===== src/rtl/dac_spi_rx.sv =====
// rtl/dac_spi_rx.sv - oversampling SPI receive endpoint for the DAC threshold link
module dac_spi_rx #(
  parameter int DATA_WIDTH  = 24,
  parameter int SYNC_STAGES = 2,
  parameter int CNT_WIDTH   = 16
) (
  input  logic                  clk_i,
  input  logic                  arstn_i,
  input  logic                  sync_i,
  input  logic                  sclk_i,
  input  logic                  sdi_i,
  output logic [DATA_WIDTH-1:0] data_o,
  output logic                  valid_o,
  input  logic                  ready_i,
  output logic                  err_o,
  output logic                  ovf_o,
  output logic                  busy_o,
  output logic [CNT_WIDTH-1:0]  frame_cnt_o
);

  // Bit counter must hold DATA_WIDTH+1 so overruns stay distinguishable.
  localparam int BCW = $clog2(DATA_WIDTH + 2);
  localparam logic [BCW-1:0] BIT_GOOD = BCW'(DATA_WIDTH);
  localparam logic [BCW-1:0] BIT_MAX  = BCW'(DATA_WIDTH + 1);

  typedef enum logic {
    IDLE  = 1'b0,
    SHIFT = 1'b1
  } state_t;

  state_t state, state_nxt;

  logic [SYNC_STAGES-1:0] sync_ff, sclk_ff, sdi_ff;
  logic                   sync_d, sclk_d, sdi_d;
  logic                   sync_s, sclk_s;
  logic                   sync_fall, sync_rise, sclk_fall;

  logic [DATA_WIDTH-1:0]  shift_q;
  logic [BCW-1:0]         bit_cnt;

  logic clr_frame, do_shift, frame_end;
  logic good_frame, bad_frame, load_out;

  // Synchronizer chains plus one delay flop per line; idle levels on reset.
  always_ff @(posedge clk_i or negedge arstn_i) begin
    if (!arstn_i) begin
      sync_ff <= '1;
      sclk_ff <= '1;
      sdi_ff  <= '0;
      sync_d  <= 1'b1;
      sclk_d  <= 1'b1;
      sdi_d   <= 1'b0;
    end else begin
      sync_ff <= {sync_ff[SYNC_STAGES-2:0], sync_i};
      sclk_ff <= {sclk_ff[SYNC_STAGES-2:0], sclk_i};
      sdi_ff  <= {sdi_ff[SYNC_STAGES-2:0], sdi_i};
      sync_d  <= sync_ff[SYNC_STAGES-1];
      sclk_d  <= sclk_ff[SYNC_STAGES-1];
      sdi_d   <= sdi_ff[SYNC_STAGES-1];
    end
  end

  assign sync_s    = sync_ff[SYNC_STAGES-1];
  assign sclk_s    = sclk_ff[SYNC_STAGES-1];
  assign sync_fall = !sync_s && sync_d;
  assign sync_rise = sync_s && !sync_d;
  // SCLK falls only matter inside a frame.
  assign sclk_fall = !sclk_s && sclk_d && !sync_s;

  // FSM state register.
  always_ff @(posedge clk_i or negedge arstn_i) begin
    if (!arstn_i) state <= IDLE;
    else          state <= state_nxt;
  end

  // Next state and per-cycle frame controls; a SCLK fall coinciding with the
  // SYNC fall is swallowed because IDLE never shifts.
  always_comb begin
    state_nxt = state;
    clr_frame = 1'b0;
    do_shift  = 1'b0;
    frame_end = 1'b0;
    case (state)
      IDLE: begin
        if (sync_fall) begin
          clr_frame = 1'b1;
          state_nxt = SHIFT;
        end
      end
      SHIFT: begin
        if (sync_rise) begin
          frame_end = 1'b1;
          state_nxt = IDLE;
        end else if (sclk_fall) begin
          do_shift = 1'b1;
        end
      end
      default: state_nxt = IDLE;
    endcase
  end

  assign good_frame = frame_end && (bit_cnt == BIT_GOOD);
  assign bad_frame  = frame_end && (bit_cnt != BIT_GOOD);
  assign load_out   = good_frame && (!valid_o || ready_i);

  // Shift register and saturating bit counter.
  always_ff @(posedge clk_i or negedge arstn_i) begin
    if (!arstn_i) begin
      shift_q <= '0;
      bit_cnt <= '0;
    end else if (clr_frame) begin
      shift_q <= '0;
      bit_cnt <= '0;
    end else if (do_shift) begin
      shift_q <= {shift_q[DATA_WIDTH-2:0], sdi_d};
      if (bit_cnt != BIT_MAX) bit_cnt <= bit_cnt + BCW'(1);
    end
  end

  // Output register, handshake, status pulses and good-frame counter.
  always_ff @(posedge clk_i or negedge arstn_i) begin
    if (!arstn_i) begin
      data_o      <= '0;
      valid_o     <= 1'b0;
      err_o       <= 1'b0;
      ovf_o       <= 1'b0;
      busy_o      <= 1'b0;
      frame_cnt_o <= '0;
    end else begin
      err_o  <= bad_frame;
      ovf_o  <= good_frame && !load_out;
      busy_o <= !sync_s;
      if (good_frame) frame_cnt_o <= frame_cnt_o + CNT_WIDTH'(1);
      if (load_out) begin
        data_o  <= shift_q;
        valid_o <= 1'b1;
      end else if (valid_o && ready_i) begin
        valid_o <= 1'b0;
      end
    end
  end

endmodule


===== config.mk =====
export PLATFORM = sky130hd
export DESIGN_NAME = dac_spi_rx
export DESIGN_NICKNAME = d
export VERILOG_FILES = /design/src/rtl/dac_spi_rx.sv
export SDC_FILE = /design/constraint.sdc
export NUM_CORES = 1
export LEC_CHECK = 0
export BUFFER_PORTS_ARGS = -buffer_cell sky130_fd_sc_hd__buf_2
export CAP_MARGIN = 20
export CELL_PAD_IN_SITES_DETAIL_PLACEMENT = 1
export CELL_PAD_IN_SITES_GLOBAL_PLACEMENT = 1
export CORE_MARGIN = 2
export CORE_UTILIZATION = 29
export CTS_BUF_LIST = sky130_fd_sc_hd__clkbuf_4
export CTS_CLUSTER_DIAMETER = 200
export CTS_CLUSTER_SIZE = 14
export DETAILED_ROUTE_END_ITERATION = 7
export GPL_ROUTABILITY_DRIVEN = 1
export GPL_TIMING_DRIVEN = 0
export MAX_ROUTING_LAYER = met4
export PLACE_DENSITY = 0.55
export SLEW_MARGIN = 25
export SYNTH_ARGS = -nofsm -noshare
export SYNTH_HDL_FRONTEND = slang
export SYNTH_SLANG_ARGS = --single-unit

===== constraint.sdc =====
create_clock -name clk_i -period 4.3 [get_ports clk_i]
set_clock_uncertainty 0.1 [all_clocks]
set_input_delay 0.43 -clock clk_i [delete_from_list [all_inputs] [get_ports clk_i]]
set_output_delay 0.43 -clock clk_i [all_outputs]
set_load 0.03 [all_outputs]

==> implementation parameters <==
Parameter                              Value

Routing
  Number of vias after detailed routing    2176
  Post-route ant nets    0
  Drt first-iter violations    ~90
  Number of iterations in the first detailed-routing pass    4
  Post-DR vias/cell    4.50
  Detailed-route wire length    6660 um
  Detailed-route DRC error count    0
  Routed wirelength normalized by instance count    13.8 um

Synth
  Most instantiated cells after synthesis    sky130_fd_sc_hd__dfrtp_1 (77), sky130_fd_sc_hd__nand2_1 (55), sky130_fd_sc_hd__a21oi_1 (23)
  Flops & latches, synth    83
  Async set or reset register ratio after synthesis    100%
  Yosys synthesis warning count    0
  Number of distinct library cells after synthesis    32
  Post-synthesis sequential area ratio    61.7%
  Number of enable-type register cells in the synthesized netlist    0
  Library cell with the highest instance count after synthesis    sky130_fd_sc_hd__dfrtp_1
  Top area cells in the synthesized netlist    sky130_fd_sc_hd__dfrtp_1 (57%), sky130_fd_sc_hd__mux2_4 (8.9%), sky130_fd_sc_hd__nand2_1 (6.1%), sky130_fd_sc_hd__dfstp_2 (4.7%), sky130_fd_sc_hd__a21oi_1 (3.4%)
  Cell Area, Synth    0.00338 mm2
  Synth top area share    57.0%
  Dominant register cell in the synthesized netlist    sky130_fd_sc_hd__dfrtp_1
  Number of nets in the synthesized netlist    280
  Library cell with the largest summed area after synthesis    sky130_fd_sc_hd__dfrtp_1
  Number of instances in the synthesized netlist    270
  Average cell area after synthesis    approximately 13 um2

STA
  Part of the cycle the worst path needs    45.7%
  Fin. max-slew vios    0
  Fin Setup TNS    0 ns
  Maximum clock frequency    around 0.51 GHz
  Count of endpoints failing hold in the final timing report    0
  Tmin final    1.97 ns
  Final worst slack    2.33 ns
  Endpoints failing setup    0
  Rel. slew slack    69.5%
  RSZ-0062 raised after global routing    false
  Pin slew with the least headroom to its limit    ~0.46 ns

Hold path
  Hold Startpoint    ready_i
  HP Class    in -> reg
  Worst Hold End    ovf_o
  Number of cells traversed by the worst hold path    3

GRT
  Wire length of the first global-routing pass    11600 um
  Maximum number of pins on one net before global-route repair    59
  Vias in the first global route    2280
  Global Route Usage Sum    11.9%
  Total congestion overflow after global routing    0
  Number of antenna violations at the first check in global routing    1

Floorplanning
  Die W    between 100 and 150 um
  Area enclosed by the die boundary    0.0125 mm2
  Die span in y    112 um
  Row Count    39
  Starting density of the core    29.6%
  Area of the core region    0.0114 mm2
  Number of I/O pins    50

Status
  Status    finished, final reports clean

Power
  Power density over cell area    331 mW/mm2
  Power consumption    1.33 mW
  Leakage dissipation    slightly below 2 nW
  Worst vdd ir    166 uV

Placed design
  Post-detailed-placement half-perimeter wirelength    approximately 4600 um
  Instance area at placement    between 0.003 and 0.004 mm2
  Setup slack at placement    2.34 ns
  Count of port buffers added during placement    49
  Placer Congestion    ~0.76

Worst setup path
  End of the worst register-to-register path    data_o[4]
  Data required, critical path    4.51 ns
  Category of the worst setup path capture point    register
  Count of cells along the worst register-to-register path    7
  Largest stage delay, worst path    0.45 ns
  Highest fanout seen on the critical path    10
  CP max-delay cell    sky130_fd_sc_hd__dfrtp_1
  Cells traversed along the worst timing path    inv_1 > ha_1 > and4b_4 > and3_1 > buf_6 > buf_12 > mux2_4
  Beginning of the worst register-to-register path    bit_cnt[0]
  Category of the critical setup timing path    reg -> reg
  Reg-to-reg slack, setup    roughly 2.3 ns
  Startpoint class of the critical path    register
  Cell family with most CP delay    simple AND/OR/NAND/NOR gates
  Count of buffering cells on the critical path with inverters included    3
  Data arrival time of the worst path    2.17 ns

Clock network
  Register clock-pin slew on the reported worst setup and hold paths    0.13 ns
  Post-CTS Setup Inserts    0
  CTS-repair resized insts    0
  Number of buffers inserted during clock tree synthesis    9
  Source-to-sink clock delay at the later pin of the worst-skew pair    ~0.42 ns
  H-Tree Level Count    3
  Number of buffers on the longest clock path    2
  Num Clock Sinks    83
  Clock tree from TritonCTS    done
  Cell at the root of the clock tree    sky130_fd_sc_hd__clkbuf_4
  Count of hold-fix buffers inserted at cts    4

Finish
  Layout Nets    345
  Fraction of final layout cells with drive strength greater than 1    30.6%
  Synthesis-to-finish area growth    19.0%
  Cell area after layout    0.00402 mm2
  Fill cell instance count of the final layout    between 1k and 1.5k

Job
  Maxcap violations    0
==> report_power, final <==
part	switching (mW)	total, mW	internal, mW	leakage (nW)
Sequential	0.0107	0.806	0.795	1.13
Clock	0.284	0.463	0.179	0.0666
Combinational	0.0401	0.0609	0.0208	0.793
Total	0.335	1.33	0.995	1.98
==> layer usage <==
| metal | vias to the layer above | part of all wire (%) | track usage, % | wire (um) |
|---|---|---|---|---|
| met5 | - | 0 | - | 0 |
| met2 | 33 | 45 | 16.9 | 3010 |
| met3 | 13 | 2.7 | 1.80 | 180 |
| met1 | 1081 | 49 | 16.5 | 3290 |
| met4 | 0 | 2.7 | 6.02 | 181 |
| li1 | 1049 | - | - | - |
==> sequential cells by signal, summed over array words and instances (netlist names) <==
name	flops
err_o	1
sync_ff	2
sync_d	1
data_o	24
sclk_ff	2
bit_cnt	5
valid_o	1
shift_q	24
busy_o	1
frame_cnt_o	16
sdi_ff	2
sclk_d	1
ovf_o	1
state	1
sdi_d	1
==> cells in the final DEF, fill, tap and decap left out, drive strengths merged <==
cell type	n
dfrtp	77
buf	58
nand2	55
mux2	26
a21oi	23
clkbuf	12
nor2	10
xnor2	10
xor2	8
nand4	7
nand3	6
dfstp	6
inv	6
and4	5
ha	4
dlygate4sd3	4
nor3	4
clkinvlp	3
nand2b	2
and3	2
nand4b	2
diode	1
and4b	1
and3b	1
maj3	1
nand3b	1
and4bb	1
nor3b	1
a22o	1
o21ai	1
clkinv	1
bufinv	1
==> worst min-delay path, stage by stage <==
cell,delay (ns)
sky130_fd_sc_hd__buf_2,0.08
sky130_fd_sc_hd__nand2b_1,0.13
sky130_fd_sc_hd__nor2_1,0.06
==> kinds of logic (layout without fill, tap and decap cells) <==
group,after synthesis,in the layout,share of synthesized area [%]
other cells,0,1,0
xor+xnor,18,18,4.66
flops,83,83,61.7
compound gates,25,25,3.81
fa+ha+maj,5,5,1.78
mux,26,26,10.9
buf+inv,15,85,3.03
simple gates,98,98,14.2
==> worst max path at each step <==
stage / startpoint / endpoint / slack, ns / depth (start not counted)
after floorplan: bit_cnt[0] / data_o[0] / 2.49 / 7
after global placement: arstn_i / data_o[11] / 1.92 / 1
after detailed placement: bit_cnt[0] / data_o[22] / 2.34 / 7
after CTS: bit_cnt[0] / data_o[4] / 2.30 / 7
after global routing: bit_cnt[1] / data_o[20] / 2.22 / 7
final: bit_cnt[0] / data_o[4] / 2.33 / 7
==> per-stage QoR <==
step                instances  hold slack (ns)  utilization (%)
floorplan                 270           0.0344                -
global placement          462            0.233             33.3
detailed placement        463            0.221             33.6
CTS                       483            0.177             35.2
global route              484            0.192             35.2
finish                    484            0.203             35.2
==> area by class of cell <==
type	count	area [um2]	share of cell area, %
timing repair buffer	54	319	7.93
inverter	4	15.0	0.373
buffer	11	87.6	2.18
sequential	83	2080	51.8
clock inverter	7	73.8	1.84
multi-input combinational	172	1190	29.7
tap	143	179	4.45
antenna	1	2.50	0.0622
clock buffer	9	67.6	1.68
Power figures use the tool's default switching activity.
